`config.mk`:
```
export PLATFORM = sky130hd
export DESIGN_NAME = pwm_reg_commit_ctrl
export DESIGN_NICKNAME = d
export VERILOG_FILES = /design/src/rtl/pwm_reg_commit_ctrl.sv
export SDC_FILE = /design/constraint.sdc
export NUM_CORES = 1
export LEC_CHECK = 0
export ABC_AREA = 1
export CAP_MARGIN = 5
export CORE_MARGIN = 4
export CORE_UTILIZATION = 49
export DETAILED_ROUTE_END_ITERATION = 6
export PLACE_DENSITY = 0.83
export SLEW_MARGIN = 25
export SYNTH_ARGS = -nofsm -noshare
export SYNTH_HDL_FRONTEND = slang
export SYNTH_SLANG_ARGS = --single-unit
```
`constraint.sdc`:
```
create_clock -name clk -period 2.04 [get_ports clk]
set_clock_uncertainty 0.15 [all_clocks]
set_input_delay 0.204 -clock clk [delete_from_list [all_inputs] [get_ports clk]]
set_output_delay 0.204 -clock clk [all_outputs]
set_load 0.02 [all_outputs]
```
`src/rtl/pwm_reg_commit_ctrl.sv`:
```
// Buffers SPI register writes and applies them to the PWM/enable registers only at period boundaries.
// Build option: define PWM_COMMIT_BYPASS_EN for the unbuffered variant (writes apply at acceptance).
module pwm_reg_commit_ctrl #(
   parameter int FIFO_DEPTH = 4,
   parameter int MAX_ADDR   = 4
) (
   input  logic                        clk,
   input  logic                        rst,
   input  logic                        wr_valid,
   output logic                        wr_ready,
   input  logic [6:0]                  wr_addr,
   input  logic [7:0]                  wr_data,
   input  logic                        period_end,
   output logic [7:0]                  en_reg_out_7_0,
   output logic [7:0]                  en_reg_out_15_8,
   output logic [7:0]                  en_reg_pwm_7_0,
   output logic [7:0]                  en_reg_pwm_15_8,
   output logic [7:0]                  pwm_duty_cycle,
   output logic [$clog2(FIFO_DEPTH):0] pending,
   output logic                        commit_pulse,
   output logic                        drop_pulse
);

   localparam int         PW         = $clog2(FIFO_DEPTH);
   localparam int         CW         = PW + 1;
   localparam logic [6:0] MAX_ADDR_C = 7'(MAX_ADDR);

   logic       accept_s;
   logic       in_range_s;
   logic       push_s;
   logic       apply_s;
   logic [6:0] apply_addr_s;
   logic [7:0] apply_data_s;

   logic       ready_r;
   logic       commit_r;
   logic       drop_r;
   logic [7:0] out_lo_r;
   logic [7:0] out_hi_r;
   logic [7:0] pwm_lo_r;
   logic [7:0] pwm_hi_r;
   logic [7:0] duty_r;

   assign accept_s   = wr_valid & ready_r;
   assign in_range_s = (wr_addr <= MAX_ADDR_C);
   assign push_s     = accept_s & in_range_s;

   assign wr_ready        = ready_r;
   assign commit_pulse    = commit_r;
   assign drop_pulse      = drop_r;
   assign en_reg_out_7_0  = out_lo_r;
   assign en_reg_out_15_8 = out_hi_r;
   assign en_reg_pwm_7_0  = pwm_lo_r;
   assign en_reg_pwm_15_8 = pwm_hi_r;
   assign pwm_duty_cycle  = duty_r;

   // Out-of-range writes are consumed but never stored.
   always_ff @(posedge clk or posedge rst) begin
      if (rst) begin
         drop_r <= 1'b0;
      end else begin
         drop_r <= accept_s & ~in_range_s;
      end
   end

   // Active register set, written by whichever path feeds apply_s.
   always_ff @(posedge clk or posedge rst) begin
      if (rst) begin
         out_lo_r <= 8'h00;
         out_hi_r <= 8'h00;
         pwm_lo_r <= 8'h00;
         pwm_hi_r <= 8'h00;
         duty_r   <= 8'h00;
      end else if (apply_s) begin
         case (apply_addr_s)
            7'd0:    out_lo_r <= apply_data_s;
            7'd1:    out_hi_r <= apply_data_s;
            7'd2:    pwm_lo_r <= apply_data_s;
            7'd3:    pwm_hi_r <= apply_data_s;
            7'd4:    duty_r   <= apply_data_s;
            default: duty_r   <= duty_r;
         endcase
      end else begin
         duty_r <= duty_r;
      end
   end

`ifdef PWM_COMMIT_BYPASS_EN

   logic unused_s;
   assign unused_s = period_end;

   assign apply_s      = push_s;
   assign apply_addr_s = wr_addr;
   assign apply_data_s = wr_data;
   assign pending      = '0;

   // Always ready once out of reset; commit flag follows each applied write.
   always_ff @(posedge clk or posedge rst) begin
      if (rst) begin
         ready_r  <= 1'b0;
         commit_r <= 1'b0;
      end else begin
         ready_r  <= 1'b1;
         commit_r <= push_s;
      end
   end

`else

   localparam logic [CW-1:0] DEPTH_C = CW'(FIFO_DEPTH);
   localparam logic [CW-1:0] ONE_C   = CW'(1);
   localparam logic [CW-1:0] ZERO_C  = CW'(0);
   localparam logic [PW-1:0] PONE_C  = PW'(1);

   typedef enum logic [1:0] {
      S_IDLE  = 2'd0,
      S_ARMED = 2'd1,
      S_DRAIN = 2'd2
   } state_t;

   state_t        state_r;
   logic [14:0]   mem_r [FIFO_DEPTH];
   logic [PW-1:0] wr_ptr_r;
   logic [PW-1:0] rd_ptr_r;
   logic [CW-1:0] cnt_r;
   logic [CW-1:0] cnt_next_s;
   logic [CW-1:0] batch_r;
   logic          pop_s;

   assign pop_s        = (state_r == S_DRAIN) && (cnt_r != ZERO_C);
   assign apply_s      = pop_s;
   assign apply_addr_s = mem_r[rd_ptr_r][14:8];
   assign apply_data_s = mem_r[rd_ptr_r][7:0];
   assign pending      = cnt_r;

   // Occupancy after this edge; feeds the registered ready so pop never reaches wr_ready combinationally.
   always_comb begin
      cnt_next_s = cnt_r;
      if (push_s && !pop_s) begin
         cnt_next_s = cnt_r + ONE_C;
      end else if (pop_s && !push_s) begin
         cnt_next_s = cnt_r - ONE_C;
      end else begin
         cnt_next_s = cnt_r;
      end
   end

   // Storage array; contents need no reset because the pointers define validity.
   always_ff @(posedge clk) begin
      if (push_s) begin
         mem_r[wr_ptr_r] <= {wr_addr, wr_data};
      end
   end

   // FIFO pointers, occupancy and ready flag.
   always_ff @(posedge clk or posedge rst) begin
      if (rst) begin
         wr_ptr_r <= '0;
         rd_ptr_r <= '0;
         cnt_r    <= '0;
         ready_r  <= 1'b0;
      end else begin
         if (push_s) begin
            wr_ptr_r <= wr_ptr_r + PONE_C;
         end
         if (pop_s) begin
            rd_ptr_r <= rd_ptr_r + PONE_C;
         end
         cnt_r   <= cnt_next_s;
         ready_r <= (cnt_next_s != DEPTH_C);
      end
   end

   // Commit scheduler: batch size is frozen on entry so writes arriving mid-drain wait for the next period.
   always_ff @(posedge clk or posedge rst) begin
      if (rst) begin
         state_r  <= S_IDLE;
         batch_r  <= '0;
         commit_r <= 1'b0;
      end else begin
         commit_r <= 1'b0;
         case (state_r)
            S_IDLE: begin
               if ((cnt_r != ZERO_C) || push_s) begin
                  state_r <= S_ARMED;
               end
            end
            S_ARMED: begin
               if (period_end && (cnt_r != ZERO_C)) begin
                  batch_r <= cnt_r;
                  state_r <= S_DRAIN;
               end
            end
            S_DRAIN: begin
               if (batch_r <= ONE_C) begin
                  batch_r  <= '0;
                  commit_r <= 1'b1;
                  state_r  <= (cnt_next_s != ZERO_C) ? S_ARMED : S_IDLE;
               end else begin
                  batch_r <= batch_r - ONE_C;
               end
            end
            default: begin
               state_r <= S_IDLE;
               batch_r <= '0;
            end
         endcase
      end
   end

`endif

endmodule
```
==> qor.yml <==
status: "completed"
critPathKind: "reg2reg"
postPlaceCellArea_um2: 5867
layout_min_cycle_time_ps: 2034
wirelength_um: 11720
cts_buffers: 17
dieArea_um2: 11540
core_um2: 9684
slew_violations: 0
vdd.ir_drop.worst_v: 0.0008502
avgSynthCellArea_um2: 11.65
powerDensity_nw_per_um2: 1527
grt_pass1_wl_um: 17580
area_growth_pct: 37.37
fin_area_um2: 6655
worst_pin_slew_ps: 471.6
worst_skew_pair.late_latency_ps: 510
synth.top_cell.area_share: 0.3719
first_pass_iters: 4
start_util: 0.5003
worstReg2RegEnd: "pwm_duty_cycle[5]"
post-place-ws_ps: -91.48
nNetsFinal: 562
finalCritPeriodShare: 0.9971
crit_arrival_ps: 2280
synthFlopType: "edfxtp_1"
route.vias.total: 3587
holdWs_ps: 111.0
critPathCapture: "pwm_duty_cycle[5]"
rsz0062_at_grt: "true"
grt_use_total: 0.2011
p_leak_nw: 2.800
maxCapViolCount: 0
yosys_warnings: 0
synth-seq-cells: 115
fmax_mhz: 491.6
clk_pin_slew_worst_paths_ps: 60
htreeDepth: 4
endpoint_kind: "flop"
first_iter_violations: 241
setup_viol: 0
hold_viol: 0
max_slew_margin: 0.6856
synth-seq-area-share: 0.6560
syn_nets: 448
ant_nets: 0
antenna_found_initial: 0
syn_inst: 416
grt_overflow: 0
clock-sinks: 115
drive_above_1_share: 0.2394
row_count: 36
grt_max_degree: 41
cts_tree: "built"
fin_ws_ps: 5.882
synthArstFlopShare: 0.4783
post-route-util: 0.6872
viasPerCell: 5.306
dieWidth_um: 107.4
hpwl_um: 7036
routabilityCongestion: 0.8244
final_common_cell: "nand2_1"
routedWlPerCell_um: 17.33
mostFrequentLayoutCells: "103 x nand2_1, 63 x clkdlybuf4s50_1, 60 x edfxtp_1"
fin_cells: 676
r2r_start: "rd_ptr_r[0]"
io_buffers: 64
synth_top_cell_by_area: "edfxtp_1"
clockBufferDepth: 2
syn_area_um2: 4845
synth_cell_types: 35
drc: 0
crit_start: "rd_ptr_r[0]"
fin_tns_setup_ps: 0
grt_pass1_vias: 3577
die_h_um: 107.4
rrSetupSlack_ps: 6
synth_area_leaders: "edfxtp_1 37%, dfrtp_1 28%, nand2_1 8.3%, o21ai_2 3.8%, ha_1 3.4%"
critPathRequiredTime_ps: 2280
crit_fanout: 14
reg2regPathDepth: 8
synth-edff-count: 60
power_mw: 10.16
antenna_cells: 0
hold_class: "in2reg"
io_pins: 65
dp_cells: 635
cp-start-kind: "flop"
cts-root-buf: "clkbuf_8"
==> worst max-delay path, cell delays in order (launching register included) <==
cell and delay (ps):
dfrtp_2 470, inv_4 110, buf_8 160, nand2_1 80
a32o_1 250, nor2_2 260, nand3_4 200, nand2_1 160
o21ai_2 70
==> synth_stat cells, types with 2 or more instances <==
cell,count
nand4_1,2
o21ai_1,16
nor2_1,25
nor3_1,2
nand3_2,2
nand3_4,3
o21ai_0,12
a32oi_1,8
dfrtp_1,55
inv_1,36
edfxtp_1,60
inv_2,3
a21oi_1,15
a32o_1,2
nand3_1,6
o21ai_2,21
buf_6,6
ha_1,13
xor2_1,4
buf_2,3
o22ai_1,2
nand2_1,107
==> layout make-up <==
cell class                      instances  area (um^2)
Clock buffer                           25        528.0
Clock inverter                          7        62.56
Fill cell                             596         3029
Inverter                               40        160.2
Multi-Input combinational cell        251         1534
Sequential cell                       115         3182
Tap cell                              133        166.4
Timing Repair Buffer                  105         1022
==> where the power goes <==
part / total (mW) / internal [mW] / switching (mW)
clock: 2.91 / 1.89 / 1.02
combinational: 4.08 / 1.62 / 2.47
sequential: 3.17 / 2.87 / 0.297
==> per-layer routing <==
layer	global-route usage	vias up	routed length [um]	share of wire
li1	-	1657	-	-
met1	0.2365	1744	4459	0.38
met2	0.3374	156	6147	0.52
met3	0.05879	30	706	0.060
met4	0.09919	0	402	0.034
met5	0	-	0	0
==> repair_timing <==
| action | in CTS | in global routing |
|---|---|---|
| cloned | 1 | 1 |
| pin swaps | 6 | 10 |
| setup endpoints to repair | 42 | 41 |
| buffers inserted | 1 | 5 |
| gates resized for setup | 9 | 23 |
| hold buffers | 1 | 0 |
| hold endpoints to repair | 15 | 0 |
==> worst min-delay path by stage <==
stage | from | cells past startpoint | slack (ps) | to
floorplan | wr_data[0] | 0 | 150 | mem_r[0][0]
global placement | batch_r[1] | 1 | 310 | commit_pulse
detailed placement | batch_r[1] | 1 | 310 | commit_pulse
CTS | wr_valid | 3 | 100 | drop_pulse
global route | wr_valid | 3 | 120 | drop_pulse
finish | wr_valid | 3 | 110 | drop_pulse
==> cell families after synthesis <==
| family | Yosys count | synth area share |
|---|---|---|
| and+or+nand+nor | 153 | 0.1410 |
| DFF | 115 | 0.6560 |
| AOI/OAI and AO/OA | 79 | 0.1105 |
| buffers and inverters | 52 | 0.05165 |
| adders and majority gates | 13 | 0.03358 |
| xor gates and xnor gates | 4 | 0.007231 |
==> sequential cells by signal, summed over array words and instances, names as in the netlist <==
register	flops
wr_ptr_r	2
mem_r	60
en_reg_pwm_7_0	8
rd_ptr_r	2
en_reg_out_7_0	8
batch_r	3
pending	3
pwm_duty_cycle	8
commit_pulse	1
drop_pulse	1
wr_ready	1
en_reg_out_15_8	8
en_reg_pwm_15_8	8
state_r	2
(Power assumes the default switching activity.)
